### config.mk
export PLATFORM = sky130hd
export DESIGN_NAME = phoenix_input_buffer
export DESIGN_NICKNAME = d
export VERILOG_FILES = /design/src/rtl/phoenix_input_buffer.sv
export SDC_FILE = /design/constraint.sdc
export NUM_CORES = 1
export LEC_CHECK = 0
export CAP_MARGIN = 20
export CORE_UTILIZATION = 46
export DETAILED_ROUTE_END_ITERATION = 10
export GPL_ROUTABILITY_DRIVEN = 1
export PLACE_DENSITY = 0.73
export SYNTH_ARGS = -nofsm -noshare
export SYNTH_HDL_FRONTEND = slang
export SYNTH_SLANG_ARGS = --single-unit
### constraint.sdc
create_clock -name clock -period 3.77 [get_ports clock]
set_input_delay 0.5655 -clock clock [delete_from_list [all_inputs] [get_ports clock]]
set_output_delay 0.5655 -clock clock [all_outputs]
set_load 0.005 [all_outputs]
### src/rtl/phoenix_input_buffer.sv
// Phoenix router per-port input buffer.
// Circular FIFO with credit-based flow control. A header at the FIFO head
// raises a routing request (h/ack_h). Once granted, the header, size and
// payload flits stream out to the crossbar while sender is held high.
module phoenix_input_buffer #(
  parameter int TAM_FLIT   = 16,
  parameter int TAM_BUFFER = 16
) (
  input  logic                clock,
  input  logic                reset,
  input  logic                rx,
  input  logic [TAM_FLIT-1:0] data_in,
  output logic                credit_o,
  output logic                h,
  input  logic                ack_h,
  output logic                data_av,
  output logic [TAM_FLIT-1:0] data,
  input  logic                data_ack,
  output logic                sender
);

  localparam int AW = $clog2(TAM_BUFFER);
  localparam logic [AW:0] FULL_COUNT = (AW+1)'(TAM_BUFFER);
  localparam logic [AW:0] ONE_COUNT  = (AW+1)'(1);
  localparam logic [AW-1:0] ONE_PTR  = AW'(1);
  localparam logic [TAM_FLIT-1:0] ONE_FLIT = TAM_FLIT'(1);

  typedef enum logic [1:0] {IDLE = 2'd0, REQ = 2'd1, SEND = 2'd2} state_t;
  typedef enum logic [1:0] {HDR = 2'd0, SIZE = 2'd1, PAY = 2'd2} phase_t;

  logic [TAM_FLIT-1:0] mem [TAM_BUFFER];
  logic [AW-1:0]       first;
  logic [AW-1:0]       last;
  logic [AW:0]         count;
  logic [TAM_FLIT-1:0] remaining;
  state_t              state;
  phase_t              phase;
  logic                push;
  logic                pop;

  // Flow control and head-of-FIFO outputs are pure decodes of stored state.
  assign credit_o = (count != FULL_COUNT);
  assign data_av  = (state == SEND) && (count != '0);
  assign data     = mem[first];
  assign push     = rx & credit_o;
  assign pop      = data_av & data_ack;

  // Storage array: written on accepted flits only, never cleared by reset.
  always_ff @(posedge clock) begin
    if (push) begin
      mem[last] <= data_in;
    end
  end

  // Pointers and occupancy; pointers wrap naturally at the buffer depth.
  always_ff @(posedge clock) begin
    if (!reset) begin
      first <= '0;
      last  <= '0;
      count <= '0;
    end else begin
      if (push) begin
        last <= last + ONE_PTR;
      end else begin
        last <= last;
      end
      if (pop) begin
        first <= first + ONE_PTR;
      end else begin
        first <= first;
      end
      case ({push, pop})
        2'b10:   count <= count + ONE_COUNT;
        2'b01:   count <= count - ONE_COUNT;
        default: count <= count;
      endcase
    end
  end

  // Packet FSM: request routing, then track header/size/payload until the last pop.
  always_ff @(posedge clock) begin
    if (!reset) begin
      state     <= IDLE;
      phase     <= HDR;
      remaining <= '0;
      h         <= 1'b0;
      sender    <= 1'b0;
    end else begin
      case (state)
        IDLE: begin
          if (count != '0) begin
            state <= REQ;
            h     <= 1'b1;
          end
        end
        REQ: begin
          if (ack_h) begin
            state  <= SEND;
            h      <= 1'b0;
            sender <= 1'b1;
            phase  <= HDR;
          end
        end
        SEND: begin
          if (pop) begin
            case (phase)
              HDR: begin
                phase <= SIZE;
              end
              SIZE: begin
                remaining <= data;
                phase     <= PAY;
                if (data == '0) begin
                  sender <= 1'b0;
                  state  <= IDLE;
                end
              end
              PAY: begin
                remaining <= remaining - ONE_FLIT;
                if (remaining == ONE_FLIT) begin
                  sender <= 1'b0;
                  state  <= IDLE;
                end
              end
              default: begin
                phase <= HDR;
              end
            endcase
          end
        end
        default: begin
          state  <= IDLE;
          h      <= 1'b0;
          sender <= 1'b0;
        end
      endcase
    end
  end

endmodule
==> results_dict.tcl, run 1 <==
set metrics [dict create \
    power.static_leakage_nw 4.50 \
    regToRegStartpoint "count[0]" \
    final_cell_mix "edfxtp_1, mux4_2, nand2_1, clkdlybuf4s50_1, dfxtp_1" \
    timing_worst_slew_pin_value_ns 0.826 \
    timing.final.crit_period_ns 3.54 \
    slew_headroom 0.447 \
    core.rowCount 58 \
    hold_buffers 0 \
    setup.worst_path.start_class "flop" \
    path_max_fanout 22 \
    cells_on_worst_reg2reg_path 10 \
    n_antenna_cell 0 \
    power_density_mw_per_mm2 496 \
    report.final.hold_viol_count 0 \
    vias_in_the_first_global_route 6767 \
    worst_path_largest_cell_delay_ns 0.65 \
    chipWidth_um 163 \
    worstSetupPathDepth 5 \
    netlist-cell-type-count 51 \
    crit_family "buffers and inverters" \
    detail_route.wl_per_cell_um 23.6 \
    ff2ff_setup_slack_ns 0.73 \
    synth_top_cell_by_area "edfxtp_1" \
    routed-via-count 6520 \
    worst_hold_path.num_cells 2 \
    clk_pin_slew_ns 0.07 \
    worstSetupPathType "reg -> out" \
    synthesis.instances 690 \
    cts-root-to-sink-buffers 3 \
    global_route.overflow_total 0 \
    fmaxAchievable_mhz 282 \
    overall_track_demand_over_capacity_in_global_routing 0.206 \
    hold_path_end "remaining[15]" \
    critical_path.reg2reg.endpoint "count[4]" \
    antenna_left 0 \
    min_period_over_period 0.940 \
    endpoint_kind "primary output" \
    area_delta_synth_final_pct 15.9 \
    placedInstanceArea_mm2 0.0128 \
    tns_ns 0 \
    timing.critical_path.slowest_stage_cell "dfxtp_4" \
    netlist_area_mm2 0.0119 \
    worst-endpoint-arrival_ns 2.98 \
    final_layout_size_suffix_gt1_frac 0.189 \
    setup_ws_ns 0.227 \
    routed_via_density 5.91 \
    grt_pass1_wl_um 40100 \
    synth_flop_cell "edfxtp_1" \
    synthesis.area_per_instance_um2 17.2 \
    cts-root-buf "clkbuf_16" \
    hold_wc_startpoint "remaining[15]" \
    min_path_type "reg -> reg" \
    pin_count 41 \
    synth-seq-cells 295 \
    post-synth-top-area-fraction 0.647 \
    timing.final.setup_violations 0 \
    cts_tree "built" \
    outcome "completed" \
    max_cap_viol_count 0 \
    initialDrtViolationCount 823 \
    layout.cells.most_common "edfxtp_1" \
    pin_count_of_the_biggest_net_entering_global_routing 65 \
    async_reset_ff_frac 0 \
    cts_sinks 295 \
    drv_slew 0 \
    grt_setup_unrepaired "no" \
    synth.net_count 726 \
    htree_levels 1 \
    num_cts_buffers 28 \
    die_height_um 163 \
    globalplace.congestion 0.807 \
    post_layout_nonfiller_instances 1104 \
    detail_route.first_pass.iterations 5 \
    synth_sequential_area_ratio 0.713 \
    dpl_cells 1052 \
    critPathRequiredTime_ns 3.20 \
    fp.coreArea_mm2 0.0253 \
    finalNetCount 788 \
    pre_cts_ws_ns 0.606 \
    ys_top_cells_by_area "edfxtp_1, mux4_2, dfxtp_1, a22oi_1, ha_1" \
    drcViolationCount 0 \
    worst_clock_skew_ns 0.0201 \
    wirelength_um 26100 \
    crit_chain "buf_12, mux4_2, a22oi_1, nand2_1, clkdlybuf4s50_1" \
    number_of_antenna_violations_at_the_first_check_in_global_routing 0 \
    initial_core_util 0.470 \
    port_bufs 40 \
    stdcell_area_mm2 0.0138 \
    post_cts_buffers 0 \
    dp.final_hpwl_um 15700 \
    cts.repair.resized 0 \
    ir_drop_mv 0.421 \
    timing.hold.ws_ns 0.475 \
    yosys_warnings 0 \
    timing.critical_path.buf_inv 2 \
    synth_edf_count 256 \
    clk_latency_ns 0.56 \
    die_area_mm2 0.0265 \
]
-- logic make-up after synthesis --
group,synth area share
DFF,0.713
and+or+nand+nor,0.0614
AOI/OAI and AO/OA,0.0582
muxes,0.123
buffers and inverters,0.0207
adders and majority gates,0.0164
xor gates and xnor gates,0.00737
-- worst max-delay path by stage --
stage                     startpoint       end
final                           flop   data[5]
after global routing            flop   data[5]
after CTS                       flop   data[9]
after detailed placement    data_ack  count[4]
after global placement      data_ack  count[4]
after floorplan             count[0]  count[4]
-- Yosys cell counts, drive strengths merged, types with 4 or more instances --
cell	n
or3	4
a22oi	32
dfxtp	39
nor3	11
xnor2	6
mux4	64
buf	17
nor4	7
ha	14
edfxtp	256
a21oi	27
nand4	4
nor2	25
xor2	4
clkbuf	22
nand2	41
o21ai	26
a21o	4
o22ai	7
nor2b	9
inv	13
and2	23
nand3	4
-- area by class of cell --
| class | instances | area [um^2] |
|---|---|---|
| clock buffer | 32 | 716 |
| timing repair buffer | 71 | 683 |
| multi-input combinational | 342 | 3190 |
| fill | 1942 | 11500 |
| inverter | 14 | 52.6 |
| sequential | 295 | 8470 |
| clock inverter | 20 | 248 |
| tap | 330 | 413 |
-- tightest hold or removal path, stage by stage, from the launching register on --
cell      delay, ns
dfxtp_1        0.31
o21ai_0        0.06
a21boi_1       0.06
-- flip-flops by register name (all words and copies together) (netlist names), named ones only --
name / cells
first: 4
h: 1
last: 4
count: 5
mem: 256
remaining: 16
sender: 1
phase: 2
state: 2
-- power breakdown --
group | switching, mW | internal (mW)
Sequential | 0.0263 | 3.59
Clock | 1.20 | 1.71
Combinational | 0.166 | 0.135
Total | 1.40 | 5.44
-- per-layer routing --
layer	share of wire	routed length, um	GRT usage	vias to the layer above
met4	0.026	685	0.0663	0
met1	0.41	10600	0.277	3326
met3	0.079	2060	0.0428	59
met5	0	0	0	-
li1	-	-	-	2860
met2	0.49	12700	0.337	275
-- through the flow --
step | power (mW) | util
3_3_place_gp | 3.97 | 0.507
5_1_grt | 7.04 | 0.545
6_report | 6.84 | 0.545
3_5_place_dp | 3.99 | 0.507
2_1_floorplan | 3.83 | -
4_1_cts | 6.88 | 0.545
(Power assumes the default switching activity.)
==> inputs of run 2 (changes only) <==
==> constraint.sdc (replaced) <==
create_clock -name clock -period 3.77 [get_ports clock]
set_input_delay 0.754 -clock clock [delete_from_list [all_inputs] [get_ports clock]]
set_output_delay 0.754 -clock clock [all_outputs]
set_load 0.005 [all_outputs]
==> results_dict.tcl, run 2 (same netlist as run 1, synthesis figures left out) <==
set metrics [dict create \
    finalNetCount 798 \
    drcViolationCount 0 \
    drv_slew 0 \
    antenna_left 0 \
    outcome "completed" \
    vias_in_the_first_global_route 6701 \
    fp.coreArea_mm2 0.0253 \
    min_path_type "reg -> reg" \
    n_antenna_cell 0 \
    ir_drop_mv 0.355 \
    cts_tree "built" \
    die_area_mm2 0.0265 \
    num_cts_buffers 29 \
    area_delta_synth_final_pct 16.3 \
    cts-root-buf "clkbuf_16" \
    critPathRequiredTime_ns 3.02 \
    number_of_antenna_violations_at_the_first_check_in_global_routing 0 \
    detail_route.first_pass.iterations 5 \
    cts.repair.resized 0 \
    slew_headroom 0.485 \
    worst-endpoint-arrival_ns 2.84 \
    pin_count_of_the_biggest_net_entering_global_routing 65 \
    stdcell_area_mm2 0.0138 \
    detail_route.wl_per_cell_um 23.2 \
    endpoint_kind "primary output" \
    min_period_over_period 0.952 \
    tns_ns 0 \
    path_max_fanout 25 \
    pin_count 41 \
    core.rowCount 58 \
    timing.hold.ws_ns 0.474 \
    dp.final_hpwl_um 15700 \
    timing.final.crit_period_ns 3.59 \
    setup.worst_path.start_class "flop" \
    cts-root-to-sink-buffers 3 \
    wirelength_um 25800 \
    timing_worst_slew_pin_value_ns 0.771 \
    max_cap_viol_count 0 \
    initial_core_util 0.470 \
    die_height_um 163 \
    overall_track_demand_over_capacity_in_global_routing 0.199 \
    post_layout_nonfiller_instances 1115 \
    layout.cells.most_common "edfxtp_1" \
    clk_pin_slew_ns 0.06 \
    total_power_mw 6.74 \
    final_layout_size_suffix_gt1_frac 0.200 \
    power_density_mw_per_mm2 488 \
    final_cell_mix "edfxtp_1, mux4_2, nand2_1, clkdlybuf4s50_1, dfxtp_1" \
    globalplace.congestion 0.789 \
    top_regs "mem (256), remaining (16), count (5)" \
    placedInstanceArea_mm2 0.0128 \
    grt_pass1_wl_um 38900 \
    clk_latency_ns 0.54 \
    routed_via_density 5.91 \
    dpl_cells 1054 \
    routed-via-count 6595 \
    registers.top_by_ff_count "mem" \
    ff2ff_setup_slack_ns 0.76 \
    htree_levels 1 \
    worst_clock_skew_ns 0.0107 \
    port_bufs 40 \
    report.final.hold_viol_count 0 \
    initialDrtViolationCount 886 \
    fmaxAchievable_mhz 279 \
    chipWidth_um 163 \
    grt_setup_unrepaired "no" \
    flip_flop_count_of_the_largest_register_after_layout 256 \
    timing.final.setup_violations 0 \
    global_route.overflow_total 0 \
    cts_sinks 295 \
    power.static_leakage_nw 4.55 \
    worstSetupPathType "reg -> out" \
]
-- run 2: changes by cell type in the layout (fill, tap and decap cells not counted), sizes merged --
cell | before | now
buf | 31 | 40
clkbuf | 32 | 36
bufinv | 5 | 3
-- run 2: cell type report --
class / instances / area, um^2
fill: 1945 / 11400
clock buffer: 36 / 762
sequential: 295 / 8470
timing repair buffer: 80 / 763
clock inverter: 18 / 165
tap: 330 / 413
inverter: 14 / 52.6
multi-input combinational: 342 / 3190
-- run 2: critical path, cell delays in order (launching register included) --
cell and delay (ns):
dfxtp_4 0.47, buf_12 0.27, mux4_2 0.55, a22oi_1 0.30, nand2_1 0.20, clkdlybuf4s50_1 0.48
-- run 2: power by group --
part | switching (mW) | leakage (nW) | internal (mW)
logic | 0.170 | 1.46 | 0.138
clock network | 1.18 | 0.458 | 1.64
registers | 0.0243 | 2.63 | 3.59
-- run 2: per-stage QoR --
| stage | worst slack, ns | utilization |
|---|---|---|
| final | 0.179 | 0.547 |
| after global routing | 0.0529 | 0.547 |
| after CTS | 0.0687 | 0.545 |
| after detailed placement | 0.469 | 0.508 |
| after global placement | 0.530 | 0.508 |
| after floorplan | 0.924 | - |
-- run 2: final timing paths --
path,from,endpoint,depth (start not counted)
setup / recovery,flop,data[13],5
hold / removal,remaining[15],remaining[15],2
setup reg to reg,count[0],count[4],10
hold reg to reg,remaining[15],remaining[15],2
-- run 2: what timing repair did --
action,in CTS,in global routing
setup endpoints to repair,0,1
hold buffers,0,0
setup buffers,0,7
-- run 2: metal layers --
layer / track usage / vias up / wire [um]
met3: 0.0415 / 52 / 2140
met1: 0.255 / 3370 / 10100
met2: 0.338 / 283 / 12800
met4: 0.0688 / 0 / 764
li1: - / 2890 / -
met5: 0 / - / 0
